`config.mk`:
```
export PLATFORM = sky130hd
export DESIGN_NAME = spi_slave_regs_flat
export DESIGN_NICKNAME = d
export VERILOG_FILES = /design/src/rtl/spi_slave_regs_if.sv /design/src/rtl/spi_slave_regs.sv /design/src/flat_wrapper.sv
export SDC_FILE = /design/constraint.sdc
export NUM_CORES = 1
export LEC_CHECK = 0
export CORE_ASPECT_RATIO = 1.4
export CORE_MARGIN = 2
export CORE_UTILIZATION = 50
export CTS_CLUSTER_DIAMETER = 30
export CTS_CLUSTER_SIZE = 14
export DETAILED_ROUTE_END_ITERATION = 7
export PLACE_DENSITY = 0.8
export SLEW_MARGIN = 20
export SYNTH_ARGS = -nofsm -noshare
export SYNTH_HDL_FRONTEND = slang
export SYNTH_SLANG_ARGS = --single-unit
```
`constraint.sdc`:
```
create_clock -name clk -period 2.5 [get_ports clk]
set_clock_uncertainty 0.1 [all_clocks]
set_input_delay 0.5 -clock clk [delete_from_list [all_inputs] [get_ports clk]]
set_output_delay 0.5 -clock clk [all_outputs]
set_load 0.02 [all_outputs]
```
`src/rtl/spi_slave_regs_if.sv`:
```
// Bus bundle for spi_slave_regs: SPI pins plus the local register port.
// The slave modport is the register block's view; master is the host/SPI-master side.
interface spi_slave_regs_if;
    logic       ce;
    logic       sck;
    logic       mosi;
    logic       miso;
    logic       loc_we;
    logic [2:0] loc_addr;
    logic [7:0] loc_wdata;
    logic [7:0] loc_rdata;
    logic       spi_wr;
    logic [2:0] spi_waddr;
    logic [7:0] spi_wdata;
    logic       busy;

    modport slave (
        input  ce, sck, mosi, loc_we, loc_addr, loc_wdata,
        output miso, loc_rdata, spi_wr, spi_waddr, spi_wdata, busy
    );

    modport master (
        output ce, sck, mosi, loc_we, loc_addr, loc_wdata,
        input  miso, loc_rdata, spi_wr, spi_waddr, spi_wdata, busy
    );
endinterface

```
`src/rtl/spi_slave_regs.sv`:
```
// SPI mode-3 slave with an 8x8 register file and a local read/write port.
// Define SPI_SLV_AUTOINC_EN to auto-increment (mod 8) the address across burst bytes.
module spi_slave_regs #(
    parameter int SYNC_STAGES = 2
) (
    input  logic               clk,
    input  logic               reset,
    spi_slave_regs_if.slave    bus
);
    typedef enum logic [1:0] {IDLE, CMD, WDATA, RDATA} state_t;

    logic [SYNC_STAGES-1:0] ce_sync_reg;
    logic [SYNC_STAGES-1:0] sck_sync_reg;
    logic [SYNC_STAGES-1:0] mosi_sync_reg;

    generate
        for (genvar gi = 0; gi < SYNC_STAGES; gi++) begin : g_sync
            if (gi == 0) begin : g_first
                always_ff @(posedge clk or negedge reset) begin
                    if (!reset) begin
                        ce_sync_reg[gi]   <= 1'b0;
                        sck_sync_reg[gi]  <= 1'b0;
                        mosi_sync_reg[gi] <= 1'b0;
                    end else begin
                        ce_sync_reg[gi]   <= bus.ce;
                        sck_sync_reg[gi]  <= bus.sck;
                        mosi_sync_reg[gi] <= bus.mosi;
                    end
                end
            end else begin : g_rest
                always_ff @(posedge clk or negedge reset) begin
                    if (!reset) begin
                        ce_sync_reg[gi]   <= 1'b0;
                        sck_sync_reg[gi]  <= 1'b0;
                        mosi_sync_reg[gi] <= 1'b0;
                    end else begin
                        ce_sync_reg[gi]   <= ce_sync_reg[gi-1];
                        sck_sync_reg[gi]  <= sck_sync_reg[gi-1];
                        mosi_sync_reg[gi] <= mosi_sync_reg[gi-1];
                    end
                end
            end
        end
    endgenerate

    logic ce_s, sck_s, mosi_s;
    logic ce_prev_reg, sck_prev_reg;
    logic ce_rise, ce_fall, sck_rise, sck_fall;

    assign ce_s     = ce_sync_reg[SYNC_STAGES-1];
    assign sck_s    = sck_sync_reg[SYNC_STAGES-1];
    assign mosi_s   = mosi_sync_reg[SYNC_STAGES-1];
    assign ce_rise  = ce_s & ~ce_prev_reg;
    assign ce_fall  = ~ce_s & ce_prev_reg;
    assign sck_rise = sck_s & ~sck_prev_reg;
    assign sck_fall = ~sck_s & sck_prev_reg;

    state_t     state_reg, state_next;
    logic [2:0] bit_cnt_reg, bit_cnt_next;
    logic [2:0] addr_reg, addr_next;
    logic [7:0] shift_in_reg, shift_in_next;
    logic [7:0] shift_out_reg, shift_out_next;
    logic       miso_reg, miso_next;
    logic       commit;
    logic [7:0] shifted;
    logic [2:0] addr_adv;
    logic [7:0] regfile_reg [0:7];
    logic       spi_wr_reg;
    logic [2:0] spi_waddr_reg;
    logic [7:0] spi_wdata_reg;
    logic [7:0] loc_rdata_reg;

    assign shifted = {shift_in_reg[6:0], mosi_s};

`ifdef SPI_SLV_AUTOINC_EN
    assign addr_adv = addr_reg + 3'd1;
`else
    assign addr_adv = addr_reg;
`endif

    always_ff @(posedge clk or negedge reset) begin
        if (!reset) begin
            ce_prev_reg   <= 1'b0;
            sck_prev_reg  <= 1'b0;
            state_reg     <= IDLE;
            bit_cnt_reg   <= 3'd0;
            addr_reg      <= 3'd0;
            shift_in_reg  <= 8'h00;
            shift_out_reg <= 8'h00;
            miso_reg      <= 1'b0;
        end else begin
            ce_prev_reg   <= ce_s;
            sck_prev_reg  <= sck_s;
            state_reg     <= state_next;
            bit_cnt_reg   <= bit_cnt_next;
            addr_reg      <= addr_next;
            shift_in_reg  <= shift_in_next;
            shift_out_reg <= shift_out_next;
            miso_reg      <= miso_next;
        end
    end

    always_comb begin
        state_next     = state_reg;
        bit_cnt_next   = bit_cnt_reg;
        addr_next      = addr_reg;
        shift_in_next  = shift_in_reg;
        shift_out_next = shift_out_reg;
        miso_next      = miso_reg;
        commit         = 1'b0;
        case (state_reg)
            IDLE: begin
                if (ce_rise) begin
                    state_next    = CMD;
                    bit_cnt_next  = 3'd0;
                    shift_in_next = 8'h00;
                    miso_next     = 1'b0;
                end
            end
            CMD: begin
                if (sck_rise) begin
                    shift_in_next = shifted;
                    bit_cnt_next  = bit_cnt_reg + 3'd1;
                    if (bit_cnt_reg == 3'd7) begin
                        addr_next = shifted[2:0];
                        if (shifted[7]) begin
                            state_next     = RDATA;
                            shift_out_next = regfile_reg[shifted[2:0]];
                        end else begin
                            state_next = WDATA;
                        end
                    end
                end
            end
            WDATA: begin
                if (sck_rise) begin
                    shift_in_next = shifted;
                    bit_cnt_next  = bit_cnt_reg + 3'd1;
                    if (bit_cnt_reg == 3'd7) begin
                        commit    = 1'b1;
                        addr_next = addr_adv;
                    end
                end
            end
            RDATA: begin
                // The byte is snapshotted into shift_out_reg, so later local writes cannot disturb it.
                if (sck_fall) begin
                    miso_next      = shift_out_reg[7];
                    shift_out_next = {shift_out_reg[6:0], 1'b0};
                    bit_cnt_next   = bit_cnt_reg + 3'd1;
                    if (bit_cnt_reg == 3'd7) begin
                        addr_next      = addr_adv;
                        shift_out_next = regfile_reg[addr_adv];
                    end
                end
            end
            default: state_next = IDLE;
        endcase
        if (state_reg != IDLE && ce_fall) begin
            state_next = IDLE;
            miso_next  = 1'b0;
            commit     = 1'b0;
        end
    end

    // SPI commit takes priority over a same-cycle local write to the same entry.
    generate
        for (genvar gi = 0; gi < 8; gi++) begin : g_regfile
            always_ff @(posedge clk or negedge reset) begin
                if (!reset) begin
                    regfile_reg[gi] <= 8'h00;
                end else if (commit && addr_reg == 3'(gi)) begin
                    regfile_reg[gi] <= shifted;
                end else if (bus.loc_we && bus.loc_addr == 3'(gi)) begin
                    regfile_reg[gi] <= bus.loc_wdata;
                end
            end
        end
    endgenerate

    always_ff @(posedge clk or negedge reset) begin
        if (!reset) begin
            spi_wr_reg    <= 1'b0;
            spi_waddr_reg <= 3'd0;
            spi_wdata_reg <= 8'h00;
            loc_rdata_reg <= 8'h00;
        end else begin
            spi_wr_reg    <= commit;
            loc_rdata_reg <= regfile_reg[bus.loc_addr];
            if (commit) begin
                spi_waddr_reg <= addr_reg;
                spi_wdata_reg <= shifted;
            end
        end
    end

    assign bus.miso      = (state_reg == IDLE) ? 1'b0 : miso_reg;
    assign bus.busy      = (state_reg != IDLE);
    assign bus.spi_wr    = spi_wr_reg;
    assign bus.spi_waddr = spi_waddr_reg;
    assign bus.spi_wdata = spi_wdata_reg;
    assign bus.loc_rdata = loc_rdata_reg;
endmodule

```
`src/flat_wrapper.sv`:
```
// flat-port wrapper written by rule: the top's interface ports become plain ports
module spi_slave_regs_flat 
#(
    parameter int SYNC_STAGES = 2
)
  (clk, reset, bus_ce, bus_sck, bus_mosi, bus_loc_we, bus_loc_addr, bus_loc_wdata, bus_miso, bus_loc_rdata, bus_spi_wr, bus_spi_waddr, bus_spi_wdata, bus_busy);
  spi_slave_regs_if bus_i ();
  input  logic clk;
  input  logic reset;
  input wire logic [$bits(bus_i.ce)-1:0] bus_ce;
  input wire logic [$bits(bus_i.sck)-1:0] bus_sck;
  input wire logic [$bits(bus_i.mosi)-1:0] bus_mosi;
  input wire logic [$bits(bus_i.loc_we)-1:0] bus_loc_we;
  input wire logic [$bits(bus_i.loc_addr)-1:0] bus_loc_addr;
  input wire logic [$bits(bus_i.loc_wdata)-1:0] bus_loc_wdata;
  output wire logic [$bits(bus_i.miso)-1:0] bus_miso;
  output wire logic [$bits(bus_i.loc_rdata)-1:0] bus_loc_rdata;
  output wire logic [$bits(bus_i.spi_wr)-1:0] bus_spi_wr;
  output wire logic [$bits(bus_i.spi_waddr)-1:0] bus_spi_waddr;
  output wire logic [$bits(bus_i.spi_wdata)-1:0] bus_spi_wdata;
  output wire logic [$bits(bus_i.busy)-1:0] bus_busy;
  assign bus_i.ce = bus_ce;
  assign bus_i.sck = bus_sck;
  assign bus_i.mosi = bus_mosi;
  assign bus_i.loc_we = bus_loc_we;
  assign bus_i.loc_addr = bus_loc_addr;
  assign bus_i.loc_wdata = bus_loc_wdata;
  assign bus_miso = bus_i.miso;
  assign bus_loc_rdata = bus_i.loc_rdata;
  assign bus_spi_wr = bus_i.spi_wr;
  assign bus_spi_waddr = bus_i.spi_waddr;
  assign bus_spi_wdata = bus_i.spi_wdata;
  assign bus_busy = bus_i.busy;
  spi_slave_regs #(.SYNC_STAGES(SYNC_STAGES)) u_core (.clk(clk), .reset(reset), .bus(bus_i));
endmodule
```
==> impl_metrics.toml <==
[worst_setup_path]
path_cells = "buf_4 > mux4_1 > mux2i_1 > a21oi_1 > o22a_1"
startpoint_type = "flip-flop"
regToRegStartpoint = "u_core.addr_adv[0]"
crit_slowest_cell = "dfrtp_1"
required_ns = 2.71
critical_path_class = "reg2reg"
cp_max_fo = 13
critPathLaunch = "u_core.addr_adv[0]"
timing.critical_path.max_delay_family = "multiplexers"
crit_path_end_kind = "flip-flop"
path_buf_inv = 1
max_stage_delay_ns = 0.74
cp.arrival_ns = 2.61

[sta]
finalSetupViolations = 0
slew_violations = 0
tns_ns = 0
rsz0062_at_grt = "false"
finalCritPeriodShare_pct = 96.1
fmax_ghz = 0.416
tightest_slew_ns = 0.622
period_minus_slack_ns = 2.40
finalHoldViolCount = 0
slew_headroom_pct = 58.6

[floorplanning]
die-area_um2 = 14700
rows = 50
ios = 39
start_util_pct = 51.2
core-area_um2 = 13400
die_h_um = 143
die_w_um = 103

[global_route]
first_global_vias = 5456
antenna_found_initial = 0
grt_first_pass_wirelength_um = 30800
grt_overflow = 0
grt_max_degree = 48
grt_use_total_pct = 28.8

[layout]
fill_cells = 1051
multi_input_area_um2 = 3640
drive_above_1_share_pct = 24.3
utilization_pct = 61.1
final_cells = 808
antenna_cells = 0
seq_area_um2 = 2900
area_delta_synth_final_pct = 19.4
largest_reg_flops = 64
nets = 637

[routing]
drcViolationCount = 0
drtPass1Iterations = 5
viasPerCell = 6.57
first_iter_violations = 624
wl_per_cell_um = 24.2
routed_wl_um = 19600
drt.antenna.violating_nets = 0
vias = 5312

[placement]
portBuffers = 38
dp_cells = 775
place_congestion = 0.923
hpwlAfterDp_um = 13400

[power_and_ir_drop]
power.clock.fraction_pct = 37.4
power.total_mw = 7.04
power.leakage_nw = 3.48
p_per_area_nw_per_um2 = 861
internal_power_mw = 4.81
swShare_pct = 31.7
vdd_ir_drop_max_mv = 0.427
seq_power_share_pct = 36.6
pwr-share-comb_pct = 26.0
p_switching_mw = 2.23

[cts]
cts_tree = "yes"
clockBufferDepth = 2
cts.htree.levels = 4
cts_made_buffers = 17
cts.clk_slew.worst_paths_ns = 0.06
cts_setup_buffers = 0
insertion_delay_ns = 0.43
cts_root_buf = "clkbuf_16"
cts_num_sinks = 116

[synth]
synth_cells = 565
mappedNetlistNets = 589
netlist_area_um2 = 6850
synth_edf_count = 0
synthArstFlopShare_pct = 100
postSynthRegisterBits = 116
synthFlopType = "dfrtp_1"
yosysSeqAreaShare_pct = 42.4
synth_cell_types = 48
syn_area_per_cell_um2 = 12.1
yosys_warnings = 0

[outcome]
status = "complete, no violations"

[job]
maxCapViolations = 0

[hold_path]
hold_start = "u_core.mosi_sync_reg[0]"
hold_path.class = "reg2reg"
[final cells by class]
| class | count | area share [%] |
|---|---|---|
| inverter | 14 | 0.642 |
| multi-input combinational | 382 | 44.5 |
| clock buffer | 18 | 5.24 |
| clock inverter | 14 | 2.46 |
| sequential | 116 | 35.5 |
| tap | 182 | 2.78 |
| timing repair buffer | 82 | 8.96 |
[cells in the mapped netlist (3+ instances only)]
library cell  number  share of area, %
nor3_1            32               2.3
o21ai_0           23               1.7
inv_1             14              0.77
buf_2             13              0.95
nor2b_1            4              0.37
a21oi_1           40               2.9
nor2_1             8              0.44
nand3b_1           3              0.33
mux4_2            34                11
nand2b_1          11               1.0
o211ai_1           3              0.33
nand3_1            9              0.66
nand4b_1           4              0.51
a41oi_1            3              0.38
mux2i_1           99                14
a31oi_1            4              0.37
buf_4              4              0.44
or2_2              5              0.46
clkbuf_2           3              0.22
buf_1             10              0.55
o2bb2ai_1          4              0.51
dfrtp_1          116                42
mux2_2            27               4.4
ha_1               7               1.3
nand2_1           24               1.3
mux4_1            11               4.2
clkbuf_1          20               1.1
[layer usage]
layer  GRT usage (%)  share of wire (%)  routed length [um]
met1            34.6                 36                6980
met2            45.5                 50                9690
met3            7.07                8.0                1570
met4            18.9                6.8                1330
met5               0                  0                   0
[worst register-to-register path: cells and delay by family, from the launching register on]
| kind | cells | cell delay [ns] |
|---|---|---|
| muxes | 2 | 0.88 |
| DFF | 1 | 0.74 |
| AOI/OAI and AO/OA | 2 | 0.30 |
| buffers and inverters | 1 | 0.27 |
[layout by cell type, fill, tap and decap left out, types with 3 or more instances in the layout]
master           netlist  layout
buf_4                  4      42
mux4_2                34      34
nand2b_1              11      11
nor2b_1                4       4
o21ai_0               23      23
o211ai_1               3       3
nand2_1               24      24
or2_2                  5       5
nor2_1                 8       8
o2bb2ai_1              4       4
a21oi_1               40      40
nand4b_1               4       4
mux2i_1               99      99
a31oi_1                4       4
clkdlybuf4s50_1        0      35
nand3b_1               3       3
mux4_1                11      11
bufinv_16              0       4
nor3_1                32      32
clkbuf_16              0      17
nand3_1                9       9
mux2_2                27      27
ha_1                   7       7
inv_6                  0       3
clkinv_4               0       4
a41oi_1                3       3
inv_1                 14      14
dfrtp_1              116     116
[worst paths after layout]
| path | slack, ns | end | depth (start not counted) |
|---|---|---|---|
| setup / recovery | 0.1 | u_core.shift_out_reg[6] | 5 |
| hold / removal | 0.25 | u_core.mosi_s | 0 |
| setup reg to reg | 0.1 | u_core.shift_out_reg[6] | 5 |
| hold reg to reg | 0.25 | u_core.mosi_s | 0 |
| max in group asynchronous | 1.18 | u_core.mosi_sync_reg[0] | 3 |
| min in group asynchronous | 0.46 | u_core.bus.loc_rdata[1] | 2 |
[repair_timing]
action	CTS	global route
gates resized for setup	2	0
endpoints found under the setup margin	2	0
hold buffers	1	0
endpoints found under the hold margin	30	0
[metrics by stage]
step	instance area [um2]	setup slack (ns)	hold WS, ns
2_1_floorplan	6850	0.407	0.104
3_3_place_gp	7550	0.167	0.234
3_5_place_dp	7550	0.0583	0.242
4_1_cts	8190	0.108	0.256
5_1_grt	8190	0.0153	0.258
6_report	8190	0.0986	0.253
[cell families (layout without fill, tap and decap cells)]
logic type               count (synthesis)  count (layout)  synth area share, %
AO/OA/AOI/OAI                           86              86                 7.34
buffers and inverters                   67             128                 4.56
flip-flops                             116             116                 42.4
AND/OR/NAND/NOR                        116             116                 9.75
multiplexers                           173             173                 34.7
adder cells (fa/ha/maj)                  7               7                 1.28
[power groups by stage]
stage / logic, mW / clock network (mW) / registers (mW)
after floorplan: 1.24 / 0 / 2.49
after global placement: 1.74 / 0 / 2.55
after detailed placement: 1.81 / 0 / 2.58
after CTS: 1.83 / 2.64 / 2.56
after global routing: 1.94 / 2.73 / 2.61
final: 1.83 / 2.64 / 2.58
Note: power is estimated with default switching activity, not from simulation.
